$ cat config.mk
export PLATFORM = sky130hd
export DESIGN_NAME = pll_lock_supervisor
export DESIGN_NICKNAME = d
export VERILOG_FILES = /design/src/rtl/pll_lock_supervisor.sv
export SDC_FILE = /design/constraint.sdc
export NUM_CORES = 1
export LEC_CHECK = 0
export ABC_CLOCK_PERIOD_IN_PS = 2950
export CORE_MARGIN = 3
export CORE_UTILIZATION = 30
export DETAILED_ROUTE_END_ITERATION = 8
export GPL_TIMING_DRIVEN = 0
export SKIP_CTS_REPAIR_TIMING = 1
export SYNTH_ARGS = -nofsm -noshare
export SYNTH_HDL_FRONTEND = slang
export SYNTH_SLANG_ARGS = --single-unit
$ cat constraint.sdc
create_clock -name refclk -period 2.95 [get_ports refclk]
set_input_delay 0.4425 -clock refclk [delete_from_list [all_inputs] [get_ports refclk]]
set_output_delay 0.4425 -clock refclk [all_outputs]
set_load 0.005 [all_outputs]
$ cat src/rtl/pll_lock_supervisor.sv
// PLL reset/lock supervisor on refclk: power-up reset, lock timeout with bounded retries, stability qualification.
// Optional RUN-state lock dropout filter enabled by defining LOCK_GLITCH_FILTER_EN.
module pll_lock_supervisor #(
    parameter int unsigned RST_CYCLES    = 16,
    parameter int unsigned LOCK_TIMEOUT  = 4096,
    parameter int unsigned STABLE_CYCLES = 256,
    parameter int unsigned MAX_RETRIES   = 7,
    parameter int unsigned CNT_W         = 8,
    parameter int unsigned GLITCH_CYCLES = 4
) (
    input  logic             refclk,
    input  logic             reset,
    input  logic             extlock,
    output logic             pll_reset,
    output logic             ready,
    output logic             fail,
    output logic [CNT_W-1:0] retry_count,
    output logic [CNT_W-1:0] loss_count
);

    localparam int unsigned T_A  = (RST_CYCLES > LOCK_TIMEOUT) ? RST_CYCLES : LOCK_TIMEOUT;
    localparam int unsigned T_B  = (STABLE_CYCLES > GLITCH_CYCLES) ? STABLE_CYCLES : GLITCH_CYCLES;
    localparam int unsigned TMAX = (T_A > T_B) ? T_A : T_B;
    localparam int unsigned TW   = (TMAX > 1) ? $clog2(TMAX) : 1;

    localparam logic [TW-1:0] RST_LAST     = TW'(RST_CYCLES - 1);
    localparam logic [TW-1:0] TIMEOUT_LAST = TW'(LOCK_TIMEOUT - 1);
    // The WAIT_LOCK sample that enters STABLE is the first locked cycle, so STABLE
    // itself needs STABLE_CYCLES-1 more (STABLE_CYCLES >= 2 assumed).
    localparam logic [TW-1:0] STABLE_LAST  = TW'((STABLE_CYCLES > 1) ? STABLE_CYCLES - 2 : 0);
    localparam logic [TW-1:0] GLITCH_LAST  = TW'((GLITCH_CYCLES > 0) ? GLITCH_CYCLES - 1 : 0);
    localparam logic [CNT_W-1:0] RETRY_LIMIT = CNT_W'(MAX_RETRIES);

    typedef enum logic [2:0] {
        RST_ASSERT,
        WAIT_LOCK,
        STABLE,
        RUN,
        FAIL
    } state_t;

    state_t           state, state_next;
    logic [TW-1:0]    timer, timer_next;
    logic [CNT_W-1:0] retry_next, loss_next;
    logic             pll_reset_next, ready_next, fail_next;
    logic             sync_meta, lock_s;

    always_ff @(posedge refclk) begin
        if (reset) begin
            sync_meta <= 1'b0;
            lock_s    <= 1'b0;
        end else begin
            sync_meta <= extlock;
            lock_s    <= sync_meta;
        end
    end

    always_ff @(posedge refclk) begin
        if (reset) begin
            state       <= RST_ASSERT;
            timer       <= '0;
            retry_count <= '0;
            loss_count  <= '0;
            pll_reset   <= 1'b1;
            ready       <= 1'b0;
            fail        <= 1'b0;
        end else begin
            state       <= state_next;
            timer       <= timer_next;
            retry_count <= retry_next;
            loss_count  <= loss_next;
            pll_reset   <= pll_reset_next;
            ready       <= ready_next;
            fail        <= fail_next;
        end
    end

    always_comb begin
        state_next = state;
        timer_next = timer;
        retry_next = retry_count;
        loss_next  = loss_count;

        case (state)
            RST_ASSERT: begin
                if (timer == RST_LAST) begin
                    state_next = WAIT_LOCK;
                    timer_next = '0;
                end else begin
                    timer_next = timer + TW'(1);
                end
            end
            WAIT_LOCK: begin
                if (lock_s) begin
                    state_next = STABLE;
                    timer_next = '0;
                end else if (timer == TIMEOUT_LAST) begin
                    retry_next = (retry_count == '1) ? retry_count : retry_count + CNT_W'(1);
                    timer_next = '0;
                    if (MAX_RETRIES != 0 && retry_next == RETRY_LIMIT) begin
                        state_next = FAIL;
                    end else begin
                        state_next = RST_ASSERT;
                    end
                end else begin
                    timer_next = timer + TW'(1);
                end
            end
            STABLE: begin
                if (!lock_s) begin
                    state_next = WAIT_LOCK;
                    timer_next = '0;
                end else if (timer == STABLE_LAST) begin
                    state_next = RUN;
                    timer_next = '0;
                    retry_next = '0;
                end else begin
                    timer_next = timer + TW'(1);
                end
            end
            RUN: begin
`ifdef LOCK_GLITCH_FILTER_EN
                // timer doubles as the consecutive lock-low counter while in RUN
                if (lock_s) begin
                    timer_next = '0;
                end else if (timer == GLITCH_LAST) begin
                    state_next = RST_ASSERT;
                    timer_next = '0;
                    loss_next  = (loss_count == '1) ? loss_count : loss_count + CNT_W'(1);
                end else begin
                    timer_next = timer + TW'(1);
                end
`else
                if (!lock_s) begin
                    state_next = RST_ASSERT;
                    timer_next = '0;
                    loss_next  = (loss_count == '1) ? loss_count : loss_count + CNT_W'(1);
                end
`endif
            end
            FAIL: begin
                state_next = FAIL;
            end
            default: begin
                state_next = RST_ASSERT;
                timer_next = '0;
            end
        endcase

        pll_reset_next = (state_next == RST_ASSERT) || (state_next == FAIL);
        fail_next      = (state_next == FAIL);
        ready_next     = (state == RUN) && (state_next == RUN);
    end

endmodule

After elaboration in Yosys (flattened, before gate mapping)
Cells that the tools add are included.
Operators by class
  bitwise operators: 3
  add/subtract/negate cells: 3
  reductions and logical operators: 8
  equality and inequality tests: 17
  multiplexer cells: 21
Operators with widths (count)
  12-bit 2-to-1 mux: 6
  12-bit case mux with 5 select lines: 1
  8-bit 2-to-1 mux: 5
  3-bit 2-to-1 mux: 7
  8-bit by 1-bit adder with 8-bit output (second input constant): 2
  8-bit equality test (second input constant): 2
  8-bit case mux with 2 select lines: 1
  3-bit case mux with 5 select lines: 1
  12-bit by 1-bit adder with 12-bit output (second input constant): 1
  12-bit equality test (second input constant): 1
  12-bit by 4-bit equality test with 1-bit output (second input constant): 1
  12-bit by 8-bit equality test with 1-bit output (second input constant): 1
  2-bit != test (second input constant): 5
  3-bit by 2-bit equality test with 1-bit output (second input constant): 3
  8-bit by 3-bit equality test with 1-bit output (second input constant): 1
  3-bit equality test (second input constant): 2
  3-bit zero test: 2
  5-bit AND reduction: 1
  3-bit by 1-bit equality test with 1-bit output (second input constant): 1
  1-bit NOT: 3
  3-bit AND reduction: 1
  2-bit AND reduction: 1
  2-bit nonzero test: 1
  1-bit logical AND: 1
  1-bit logical OR: 1
Storage, ports and cells
  flip-flop bits (word level): 36
  output and inout port bits: 19
  logic and storage cells: 61

Depth between registers and ports, before layout
  depth in word-level cells: 9
  mapped depth: 7

Worst setup path after synthesis
No wires, ideal clock.
  path kind: reg2reg
  from: register lock_s
  to: register retry_count[5]
  setup slack: 1.093 ns
  cell stages (with the launch flop): 6
  period minus slack after synthesis: 1.857 ns
  arrival time: 1.769 ns
  required time: 2.862 ns
  cells stage by stage: dfxtp_1 -> buf_6 -> or4b_4 -> or4_4 -> a21o_1 -> a311oi_2
On the way
  cells in the longest elaborated chain, start to end: 2
  elaborated cells on any way between the ends: 3
  classes of those cells: eq/ne: 2; reduce/logical: 1
RTL lines
  start, declared: line 46  | logic sync_meta, lock_s;
  start signal, assigned: line 54  | lock_s <= sync_meta;
  2-bit != test (no source line)
  5-bit AND reduction (no source line) *
  end signal, assigned: line 70  | retry_count <= retry_next;
  end, declared: line 17  | output logic [CNT_W-1:0] retry_count,
Every way passes the cells marked *; elsewhere a longest branch is shown, timed or not.
A chain may end at the register's enable or synchronous reset.

Final worst setup path
  from: register timer[1]
  to: register timer[9]
On the way
  cells in the longest elaborated chain, start to end: 4
  elaborated cells on any way between the ends: 10
  classes of those cells: add/sub: 1; eq/ne: 3; mux: 6
RTL lines
  start, declared: line 43  | logic [TW-1:0] timer, timer_next;
  start signal, assigned: line 69  | timer <= timer_next;
  12-bit by 1-bit adder with 12-bit output (tied with other cells): line 90, 106, 118
  12-bit 2-to-1 mux, on equally long branches: line 113, 97
  12-bit 2-to-1 mux, on equally long branches: line 110, 94
  12-bit case mux with 5 select lines *: line 84  | case (state)
Marked as above.

==> metrics.txt <==
CTS sink cnt=36; vias in the first global route=around 1700; kind of start point of the critical path=flop; clk_lat worst skew=approximately 0.29 ns; # setup viols final=0; Max-Slew Margin vs Limit=42.3%; outcome=completed; Synth cell types=52; GRT Total Usage=12.7%; chip width=87.1 um; RR Startpoint=timer[1]; Worst Min Path Start=sync_meta; share of cells above drive strength 1=9.09%; most frequent cell after synthesis=dfxtp_1; Fmax=0.457 GHz; CORE AREA=6130 sq um; Worst R2R Setup Slack=roughly 0.76 ns; Initial Util=around a third; Comb power frac=2.9%; Switching Share=a little over a fifth; diode count=0; CP arrival=2.36 ns; vias per cell=5.47; area fraction of the dominant cell type after synthesis=36.5%; peak supply drop=around 240 uV; CTS tree=yes; crit path kind=reg -> reg; Worst-path clk slew=around 0.08 ns; Die H=87.1 um; FF-to-FF path depth=6; crit path time final=about 2.2 ns; period utilization=74.2%; pwr/cell area=404 nW/um^2; CP Max Fanout=10; fill cell count=just over 600; io pins=22; CTS H-tree lvls=2; main area contributors after synthesis=dfxtp_1 (37%), a21oi_1 (4.1%), xor2_1 (4.0%), nand4_1 (3.5%), nand3_1 (3.3%); Async SR Flop Fraction=0%; area delta synth->final=20.5%; internal power=approximately 750 uW; synthesis warning total=0; DRC=0; area leader, netlist=dfxtp_1; post-detail-place hpwl=about 3300 um; Lkg Pwr=~0.00080 uW; CP endpoint kind=flop; power share of the clock group=45.7%; HP Class=reg -> reg; post-synthesis cell count=around 230; max-cap violations=0; sequential cell fraction of total power=51.4%; Final #Nets=between 200 and 300; # rows=28; GR Overflow Total=0; via count=1793; worst-margin pin slew=0.857 ns; Pre-antenna DRT Iters=4; die area=7590 sq um; CTS root buf=clkbuf_8; Slew Limit Fails=0; Setup WS post-layout=~0.76 ns; total CTS buffers=5; initial antenna violation count=0; Iter 0 DRT Violations=120; Total Wirelength=approximately 4600 um; global-route wire length before repair=7800 um; RSZ-0062 raised after global routing=no; RR Endpoint=timer[9]; port bufs=20; sw power=between 200 and 250 uW; syn avg cell area=8.77 sq um; clk buf depth=2; post-route clock skew=0.00704 ns; Hold EP=lock_s; Critical Path RT=3.12 ns; setup tns final=0 ns; Place WS=around 0.76 ns; Seq/Total Area, Yosys=36.5%; post-route ant nets=0; fin util=about 39%; Final Wtd Congestion=~0.86; EDFF count, synth=0; Commonest cells post-synth=dfxtp_1 (36), a21oi_1 (16), nor2_1 (16), nand3_1 (13), nand4_1 (11); Cells on Worst Hold Path=1; Mapped Nets=between 200 and 250; FF+latch count, synth=36; Wirelength per Cell=between 10 and 15 um; top_reg_cell synth=dfxtp_1; synthesized area=between 1500 and 2000 sq um; pin count of the biggest net entering global routing=13; Hold Vio Cnt, Final=0
-- cell type report --
class	count	area, sq um	share of cell area [%]
Buffer	12	62.6	2.63
Tap cell	75	93.8	3.95
Inverter	5	18.8	0.789
Clock inverter	3	42.5	1.79
Sequential cell	36	721	30.3
Multi-Input combinational cell	172	1170	49.2
Clock buffer	5	68.8	2.89
Timing Repair Buffer	20	200	8.42
-- worst max-delay path by stage --
stage                        start              to  slack [ns]  depth (start not counted)
after floorplan             lock_s  retry_count[5]        1.09                          5
after global placement    timer[1]        timer[9]        0.78                          6
after detailed placement  timer[1]        timer[9]        0.76                          6
after CTS                 timer[1]        timer[9]        0.76                          6
after global routing      timer[1]        timer[9]        0.58                          6
final                     timer[1]        timer[9]        0.76                          6
-- stage by stage --
stage	hold WS (ns)	power (uW)	std cells	area, sq um
finish	0.443	962	328	2380
global placement	0.416	533	320	2270
CTS	0.445	977	328	2380
detailed placement	0.424	534	320	2270
floorplan	0.414	526	225	1970
global route	0.471	996	328	2380
-- metal layers --
layer / wire length, um / track usage (%) / part of all wire (%) / vias to the layer above
met4: 48 / 3.91 / 1.0 / 0
met1: 2410 / 17.8 / 52 / 837
met5: 0 / 0 / 0 / -
met2: 1950 / 19.2 / 42 / 30
li1: - / - / - / 920
met3: 204 / 3.31 / 4.4 / 6
-- state kept, by name, summed over array words and instances (netlist names), 3 cells and up --
register and count:
retry_count 8, timer 12, loss_count 8, state 3
-- critical path, stage by stage, from the launching register on --
cell and delay, ns:
dfxtp_1 0.39, ha_1 0.20, nand3_1 0.28, or4_1 0.65
o211ai_1 0.16, buf_2 0.28, a22oi_1 0.12
-- power by group through the flow --
stage | sequential, uW | clock, uW | combinational, uW
final | 495 | 440 | 27.5
after global routing | 496 | 469 | 30.8
after CTS | 495 | 454 | 28.0
after detailed placement | 506 | 0 | 27.9
after global placement | 506 | 0 | 27.1
after floorplan | 505 | 0 | 20.3
-- cell families after synthesis --
kind of cell             synth area share [%]
XOR/XNOR                                 7.10
buffers and inverters                    4.12
multiplexers                            0.507
AND/OR/NAND/NOR                          29.2
AO/OA/AOI/OAI                            20.0
flip-flops                               36.5
adder cells (fa/ha/maj)                  2.54
-- cells in the final DEF, fill, tap and decap left out, types with 2 or more instances in the layout --
master	count
a31oi_1	3
clkdlybuf4s50_1	20
xnor2_1	7
nor2_1	16
inv_1	5
clkbuf_8	5
nor4_1	3
or2_2	2
nand2_1	8
nor3_1	5
o21ai_0	4
nand3_1	13
and2_1	2
o2111ai_1	3
a211oi_1	7
buf_2	2
and3_1	7
a41oi_1	3
o211ai_1	4
nor2b_1	4
xor2_1	9
nand4_1	11
dfxtp_1	36
a21oi_1	16
and4_1	2
or4_1	5
buf_6	2
nand4b_1	2
a22oi_1	3
ha_1	4
a41o_1	2
nor3b_1	3
clkbuf_1	8
o31ai_1	4
(Power assumes the default switching activity.)
